--- config.mk ---
export PLATFORM = sky130hd
export DESIGN_NAME = hls_mac_pipe
export DESIGN_NICKNAME = d
export VERILOG_FILES = /design/src/rtl/hls_mac_pipe.sv
export SDC_FILE = /design/constraint.sdc
export NUM_CORES = 1
export LEC_CHECK = 0
export ABC_AREA = 1
export CORE_MARGIN = 1
export CORE_UTILIZATION = 40
export CTS_BUF_LIST = sky130_fd_sc_hd__clkbuf_8
export DETAILED_ROUTE_END_ITERATION = 8
export HOLD_SLACK_MARGIN = 0.03
export PLACE_DENSITY_LB_ADDON = 0.05
export SETUP_SLACK_MARGIN = 0.3
export SLEW_MARGIN = 20
export SYNTH_ARGS = -nofsm -noshare
export SYNTH_HDL_FRONTEND = slang
export SYNTH_SLANG_ARGS = --single-unit
--- constraint.sdc ---
create_clock -name clk -period 6.9 [get_ports clk]
set_input_delay 0.69 -clock clk [delete_from_list [all_inputs] [get_ports clk]]
set_output_delay 0.69 -clock clk [all_outputs]
set_load 0.005 [all_outputs]
--- src/rtl/hls_mac_pipe.sv ---
// Pipelined multiply-accumulate lane: operand/product pipeline, grouped accumulator
// with sticky overflow, and a rounding, saturating output register.
module hls_mac_pipe #(
    parameter int unsigned A_WIDTH   = 14,
    parameter int unsigned B_WIDTH   = 13,
    parameter bit          A_SIGNED  = 1'b1,
    parameter bit          B_SIGNED  = 1'b0,
    parameter int unsigned NUM_STAGE = 3,
    parameter int unsigned ACC_WIDTH = 32,
    parameter int unsigned OUT_SHIFT = 8,
    parameter int unsigned OUT_WIDTH = 16
) (
    input  logic                 clk,
    input  logic                 reset,
    input  logic                 ce,
    input  logic                 in_valid,
    input  logic                 in_first,
    input  logic                 in_last,
    input  logic [A_WIDTH-1:0]   din0,
    input  logic [B_WIDTH-1:0]   din1,
    output logic                 out_valid,
    output logic [OUT_WIDTH-1:0] dout,
    output logic                 dout_sat,
    output logic                 busy
);
    localparam int unsigned PW = A_WIDTH + B_WIDTH + 1;
    localparam int unsigned NP = NUM_STAGE - 1;
    localparam int unsigned RW = ACC_WIDTH + 1;
    // Half-LSB rounding term; collapses to zero when no shift is applied.
    localparam logic [RW-1:0] RND = RW'((RW'(1) << OUT_SHIFT) >> 1);

    logic [A_WIDTH-1:0]          a_q, a_d;
    logic [B_WIDTH-1:0]          b_q, b_d;
    logic signed [PW-1:0]        prod_q [NP];
    logic signed [PW-1:0]        prod_d [NP];
    logic [NUM_STAGE-1:0]        v_q, v_d, first_q, first_d, last_q, last_d;
    logic signed [ACC_WIDTH-1:0] acc_q, acc_d;
    logic                        ovf_q, ovf_d;
    logic                        acc_v_q, acc_v_d, acc_last_q, acc_last_d;
    logic                        out_valid_q, out_valid_d;
    logic [OUT_WIDTH-1:0]        dout_q, dout_d;
    logic                        dout_sat_q, dout_sat_d;
    logic                        busy_q, busy_d;

    logic signed [PW-1:0]        a_ext, b_ext;
    logic signed [ACC_WIDTH-1:0] prod_ext, acc_sum;
    logic signed [RW-1:0]        rnd_sum, shifted;
    logic                        fits;
    logic                        emit;

    always_comb begin
        a_d         = a_q;
        b_d         = b_q;
        prod_d      = prod_q;
        v_d         = v_q;
        first_d     = first_q;
        last_d      = last_q;
        acc_d       = acc_q;
        ovf_d       = ovf_q;
        acc_v_d     = acc_v_q;
        acc_last_d  = acc_last_q;
        out_valid_d = out_valid_q;
        dout_d      = dout_q;
        dout_sat_d  = dout_sat_q;

        a_ext    = {{(PW-A_WIDTH){A_SIGNED & a_q[A_WIDTH-1]}}, a_q};
        b_ext    = {{(PW-B_WIDTH){B_SIGNED & b_q[B_WIDTH-1]}}, b_q};
        prod_ext = ACC_WIDTH'(prod_q[NP-1]);
        acc_sum  = acc_q + prod_ext;
        rnd_sum  = $signed({acc_q[ACC_WIDTH-1], acc_q}) + $signed(RND);
        shifted  = rnd_sum >>> OUT_SHIFT;
        // Result fits when every bit above the output sign bit matches it.
        fits     = (shifted[RW-1:OUT_WIDTH-1] == '0) || (shifted[RW-1:OUT_WIDTH-1] == '1);
        emit     = acc_v_q && acc_last_q;

        if (ce) begin
            a_d     = din0;
            b_d     = din1;
            v_d     = {v_q[NUM_STAGE-2:0], in_valid};
            first_d = {first_q[NUM_STAGE-2:0], in_first};
            last_d  = {last_q[NUM_STAGE-2:0], in_last};
            prod_d[0] = PW'(a_ext * b_ext);
            for (int i = 1; i < int'(NP); i++) begin
                prod_d[i] = prod_q[i-1];
            end

            acc_v_d    = v_q[NUM_STAGE-1];
            acc_last_d = last_q[NUM_STAGE-1];
            if (v_q[NUM_STAGE-1]) begin
                if (first_q[NUM_STAGE-1]) begin
                    acc_d = prod_ext;
                    ovf_d = 1'b0;
                end else begin
                    acc_d = acc_sum;
                    ovf_d = ovf_q | ((acc_q[ACC_WIDTH-1] == prod_ext[ACC_WIDTH-1]) &&
                                     (acc_sum[ACC_WIDTH-1] != acc_q[ACC_WIDTH-1]));
                end
            end

            out_valid_d = emit;
            if (emit) begin
                dout_sat_d = ovf_q | ~fits;
                if (fits) begin
                    dout_d = shifted[OUT_WIDTH-1:0];
                end else if (shifted[RW-1]) begin
                    dout_d = {1'b1, {(OUT_WIDTH-1){1'b0}}};
                end else begin
                    dout_d = {1'b0, {(OUT_WIDTH-1){1'b1}}};
                end
            end
        end

        busy_d = (|v_d) | acc_v_d;
    end

    always_ff @(posedge clk or negedge reset) begin
        if (!reset) begin
            v_q         <= '0;
            first_q     <= '0;
            last_q      <= '0;
            acc_q       <= '0;
            ovf_q       <= 1'b0;
            acc_v_q     <= 1'b0;
            acc_last_q  <= 1'b0;
            out_valid_q <= 1'b0;
            dout_q      <= '0;
            dout_sat_q  <= 1'b0;
            busy_q      <= 1'b0;
        end else begin
            v_q         <= v_d;
            first_q     <= first_d;
            last_q      <= last_d;
            acc_q       <= acc_d;
            ovf_q       <= ovf_d;
            acc_v_q     <= acc_v_d;
            acc_last_q  <= acc_last_d;
            out_valid_q <= out_valid_d;
            dout_q      <= dout_d;
            dout_sat_q  <= dout_sat_d;
            busy_q      <= busy_d;
        end
    end

    // Operand and product data carry no reset; their valid tags gate every use.
    always_ff @(posedge clk) begin
        a_q    <= a_d;
        b_q    <= b_d;
        prod_q <= prod_d;
    end

    assign out_valid = out_valid_q;
    assign dout      = dout_q;
    assign dout_sat  = dout_sat_q;
    assign busy      = busy_q;

endmodule

## Word-level counts from Yosys, hierarchy flattened

Cells that the tools add are included.
W data, S select, Z words.

| cells by class | value |
|---|---|
| add/subtract/negate cells | 2 |
| multipliers | 1 |
| eq/ne operators | 3 |
| multiplexer cells | 6 |
| bitwise logic cells | 4 |
| reductions and logical operators | 7 |

Operator list:

| kind | number |
|---|---|
| $add A32 B9 Y33 const B | 1 |
| $add A32 B28 Y32 | 1 |
| $mux W16 | 2 |
| $mux W32 | 1 |
| $mul A14 B14 Y28 | 1 |
| $eq A18 B18 Y1 const B | 1 |
| $logic_not A18 Y1 | 1 |
| $reduce_and A2 Y1 | 2 |
| $mux W3 | 1 |
| $or A1 B1 Y1 | 3 |
| $reduce_or A3 Y1 | 1 |
| $logic_and A1 B1 Y1 | 2 |
| $mux W1 | 2 |
| $eq A1 B1 Y1 | 1 |
| $logic_or A1 B1 Y1 | 1 |
| $ne A1 B1 Y1 | 1 |
| $not A1 Y1 | 1 |

| storage, ports and cells | value |
|---|---|
| register bits after elaboration | 146 |
| output and inout bits | 19 |

## Logic depth before layout (Yosys ltp)

| logic depth | value |
|---|---|
| depth after elaboration | 5 |
| depth in mapped cells | 25 |

## Least setup slack after synthesis

OpenSTA, ideal clock, no wires.

| path | value |
|---|---|
| path kind | register to register |
| start | register a_q[13] |
| end | register prod_q[55] (netlist name), data pin |
| arrival time | 5.354 ns |
| data required time | 6.635 ns |
| path slack | 1.282 ns |
| cell stages (with the launch flop) | 22 |
| buffers on the path | 1 |
| period minus slack after synthesis | 5.618 ns |
| path through | edfxtp_1 -> clkbuf_1 -> nand2_1 -> fa_1 -> fa_1 -> inv_1 -> fa_1 -> inv_1 -> fa_1 -> inv_1 -> fa_1 -> inv_1 -> fa_1 -> inv_1 -> ha_1 -> inv_1 -> nor3_1 -> nand4_1 -> nor2_1 -> nand2_1 -> o211ai_1 -> xor2_1 |

| between the ends | value |
|---|---|
| word-level cells in the longest chain between the ends | 1 |

RTL lines:

| element | line | text |
|---|---|---|
| start: declaration | 32 | `logic [A_WIDTH-1:0] a_q, a_d;` |
| start signal: assignment | 146 | `a_q <= a_d;` |
| $mul A14 B14 Y28 | 82 | `prod_d[0] = PW'(a_ext * b_ext);` |
| end signal: assignment | 148 | `prod_q <= prod_d;` |
| end: declaration | 34 | `logic signed [PW-1:0] prod_q [NP];` |

Every way passes these cells.
A chain may end at the register's enable or synchronous reset.

## Worst setup path in the final report

| path | value |
|---|---|
| start | register b_q[3] |
| end | register prod_q[55] (netlist name), data pin |

| between the ends | value |
|---|---|
| word-level cells in the longest chain between the ends | 1 |

RTL lines:

| element | line | text |
|---|---|---|
| start: declaration | 33 | `logic [B_WIDTH-1:0] b_q, b_d;` |
| start signal: assignment | 147 | `b_q <= b_d;` |
| $mul A14 B14 Y28 | 82 |  |

Every way passes these cells.

==> results.md <==
* Worst-Skew Late Latency at 500 ps
* Gr ovfl total at 0
* Ys flop type: edfxtp_1
* Floorplan die width at 199 um
* Top post-synthesis cells by area: fa_1, edfxtp_1, nand2_1
* Crit path required time at 7140 ps
* Drt pass-1 iters at 7
* Vias at 11600
* Max stage delay on crit path at 750 ps
* Critical Path Sink: prod_q[55]
* Endpoints failing setup at 0
* Setup Skew at 20.6 ps
* Setup TNS Final at 0 ps
* CORE AREA at 37800 um^2
* Routed wire length at 39200 um
* Yosys warns at 0
* CP top delay family: adder cells
* R2R setup slack at 740 ps
* Worst r2r path cells at 20
* PortBufs at 51
* H-tree depth at 4
* Synth top cells by count: nand2_1, inv_1, fa_1, nor2_1, ha_1
* Total GRT Usage at 0.213
* Proportion of layout cells with a drive suffix above 1 at 0.0440
* Die height at 199 um
* # resized after CTS at 0
* Period minus WS final at 6160 ps
* DR vias/cell at 4.74
* Run status: finished, final reports clean
* Max cap viols at 0
* Crit path cell chain: nand2_1 > fa_1 > fa_1 > inv_1 > fa_1 > inv_1 > fa_1 > inv_1 > fa_1 > inv_1 > fa_1 > inv_1 > ha_1 > inv_1 > nor3_1 > nand4_1 > nor2_1 > nand2_1 > o211ai_1 > xor2_1
* Nets at 2235
* DR WL/cell at 16.0 um
* Slowest-stage cell, CP: edfxtp_1
* Syn-to-layout area delta at 9.41%
* Die footprint at 39400 um^2
* Final Max Slew Viols at 0
* CTS tree: built
* CTS Sinks at 146
* CTS max path bufs at 2
* Worst r2r dst: prod_q[55]
* Synth unique cells at 45
* Post-synth ARST share at 0.432
* # rows at 71
* Post-DP HPWL at 32000 um
* Seq/Total Area, Yosys at 0.263
* DR iter-0 viols at 596
* F_max at 0.162 GHz
* DRC Markers at 0
* Setup crit start: b_q[3]
* Top cell type's share of synthesized area at 0.235
* Initial antenna violation count at 0
* Mapped Cells at 1884
* Setup crit end kind: flip-flop
* Largest net degree at the start of global routing at 71
* Number of synthesized flops with an enable pin at 83
* R2r startpoint: b_q[3]
* Slew headroom at 0.397
* Clock slew at reported path FFs at 90 ps
* Post-Syn Nets at 2200
* Initial Util at 0.408
* Buf+Inv Stages, Crit Path at 6
* Worst slew pin tran at 904 ps
* RSZ-0062 raised after global routing: false
* Post CTS Setup Buffer Count at 0
* TritonCTS buffer count at 17
* Root Driver: clkbuf_8
* Remaining antenna violation count at 0
* Number of cells on the critical path at 20
* Fillers at 3833
* Hold_buf cts at 0
* First-pass GRT wire length at 63900 um
* I/O pin count at 52
* Hold Fails Final Rpt at 0
* CP max FO at 14
* Ant. Diodes at 0
* Vias in the first global route at 12100
* Hold Crit Class: in2async
* Period utilisation layout at 0.893
* Post-Syn Area at 15500 um^2
* Worst setup SP type: flip-flop
* CP arrival at 6390 ps
* Placer congestion estimate at 0.896
* Crit Path Category: reg2reg
* Yosys top cell by area: fa_1
* Top-count cell post-synth: nand2_1
* #FFs+latches synth at 146
* Synthesized area per cell at 8.20 um^2
==> state kept, by name (all words and copies together), names as in the netlist <==
name,count
b_q,13
v_q,3
dout,16
busy,1
last_q,3
out_valid,1
ovf_q,1
prod_ext,28
prod_q,28
first_q,3
a_q,14
acc_last_q,1
dout_sat,1
acc_v_q,1
acc_q,32
==> worst min path at each step <==
stage	slack (ps)	from	endpoint	cells after the start
5_1_grt	420	reset	acc_q[22]	2
6_report	380	reset	acc_q[22]	2
4_1_cts	390	reset	acc_q[22]	2
3_5_place_dp	400	prod_q[38]	prod_ext[10]	0
2_1_floorplan	390	reset	acc_last_q	0
3_3_place_gp	400	prod_q[47]	prod_ext[19]	0
==> layout by cell type, fill, tap and decap left out, drive strengths merged <==
cell type        n
ha             102
a31oi            5
and3             1
nor3            13
buf             11
o211ai          11
o22ai            1
xnor2           24
o21bai          12
a21o             6
nand3b           2
clkdlybuf4s50   49
nor4             1
o41ai            1
o21ai           55
a21boi           6
or2             17
nand4           14
xor2            38
clkinvlp         1
o21a             1
a2bb2oi          1
a31o             2
o311ai           1
fa             181
clkbuf          17
a22oi            4
nand3           59
nor2           131
edfxtp          83
a211oi           2
o221ai           1
inv            442
bufinv           4
nand2          466
a21oi           98
clkinv           5
dfrtp           63
o31ai            1
==> cells by family (layout without fill, tap and decap cells) <==
| logic type | Yosys count | count (layout) | share of synthesized area |
|---|---|---|---|
| and+or+nand+nor | 704 | 704 | 0.187 |
| buffers and inverters | 481 | 529 | 0.118 |
| AOI/OAI and AO/OA | 208 | 208 | 0.0794 |
| xor gates and xnor gates | 62 | 62 | 0.0351 |
| adders and majority gates | 283 | 283 | 0.317 |
| DFF | 146 | 146 | 0.263 |
==> worst reg2reg max path: stages, from the launching register on <==
cell,delay (ps)
edfxtp_1,750
nand2_1,200
fa_1,530
fa_1,660
inv_1,180
fa_1,570
inv_1,100
fa_1,540
inv_1,50
fa_1,500
inv_1,50
fa_1,520
inv_1,40
ha_1,330
inv_1,70
nor3_1,260
nand4_1,160
nor2_1,120
nand2_1,60
o211ai_1,120
xor2_1,90
==> metrics by stage <==
stage               cell area (um^2)  utilization  std cells  worst slack [ps]  hold slack [ps]
CTS                            16900        0.447       2443               741              388
global route                   16900        0.447       2443               437              420
global placement               16500        0.435       2411               871              401
finish                         16900        0.447       2443               741              380
detailed placement             16500        0.435       2411               736              405
floorplan                      15500            -       1884              1280              394
==> area by class of cell <==
type	count	area, um^2	share of cell area
sequential	146	4070	0.241
inverter	437	1640	0.0970
clock buffer	17	234	0.0138
clock inverter	15	194	0.0115
tap	511	639	0.0378
multi-input combinational	1257	9560	0.565
timing repair buffer	60	571	0.0338
==> per-layer routing <==
metal | vias up | global-route usage | part of all wire
li1 | 5825 | - | -
met1 | 5527 | 0.264 | 0.45
met2 | 188 | 0.379 | 0.50
met3 | 52 | 0.0287 | 0.024
met4 | 0 | 0.0715 | 0.025
met5 | - | 0 | 0
Power is left out: the tool's default activity adds up to more than one toggle a clock period on the data nets, which glitch-free logic cannot reach.
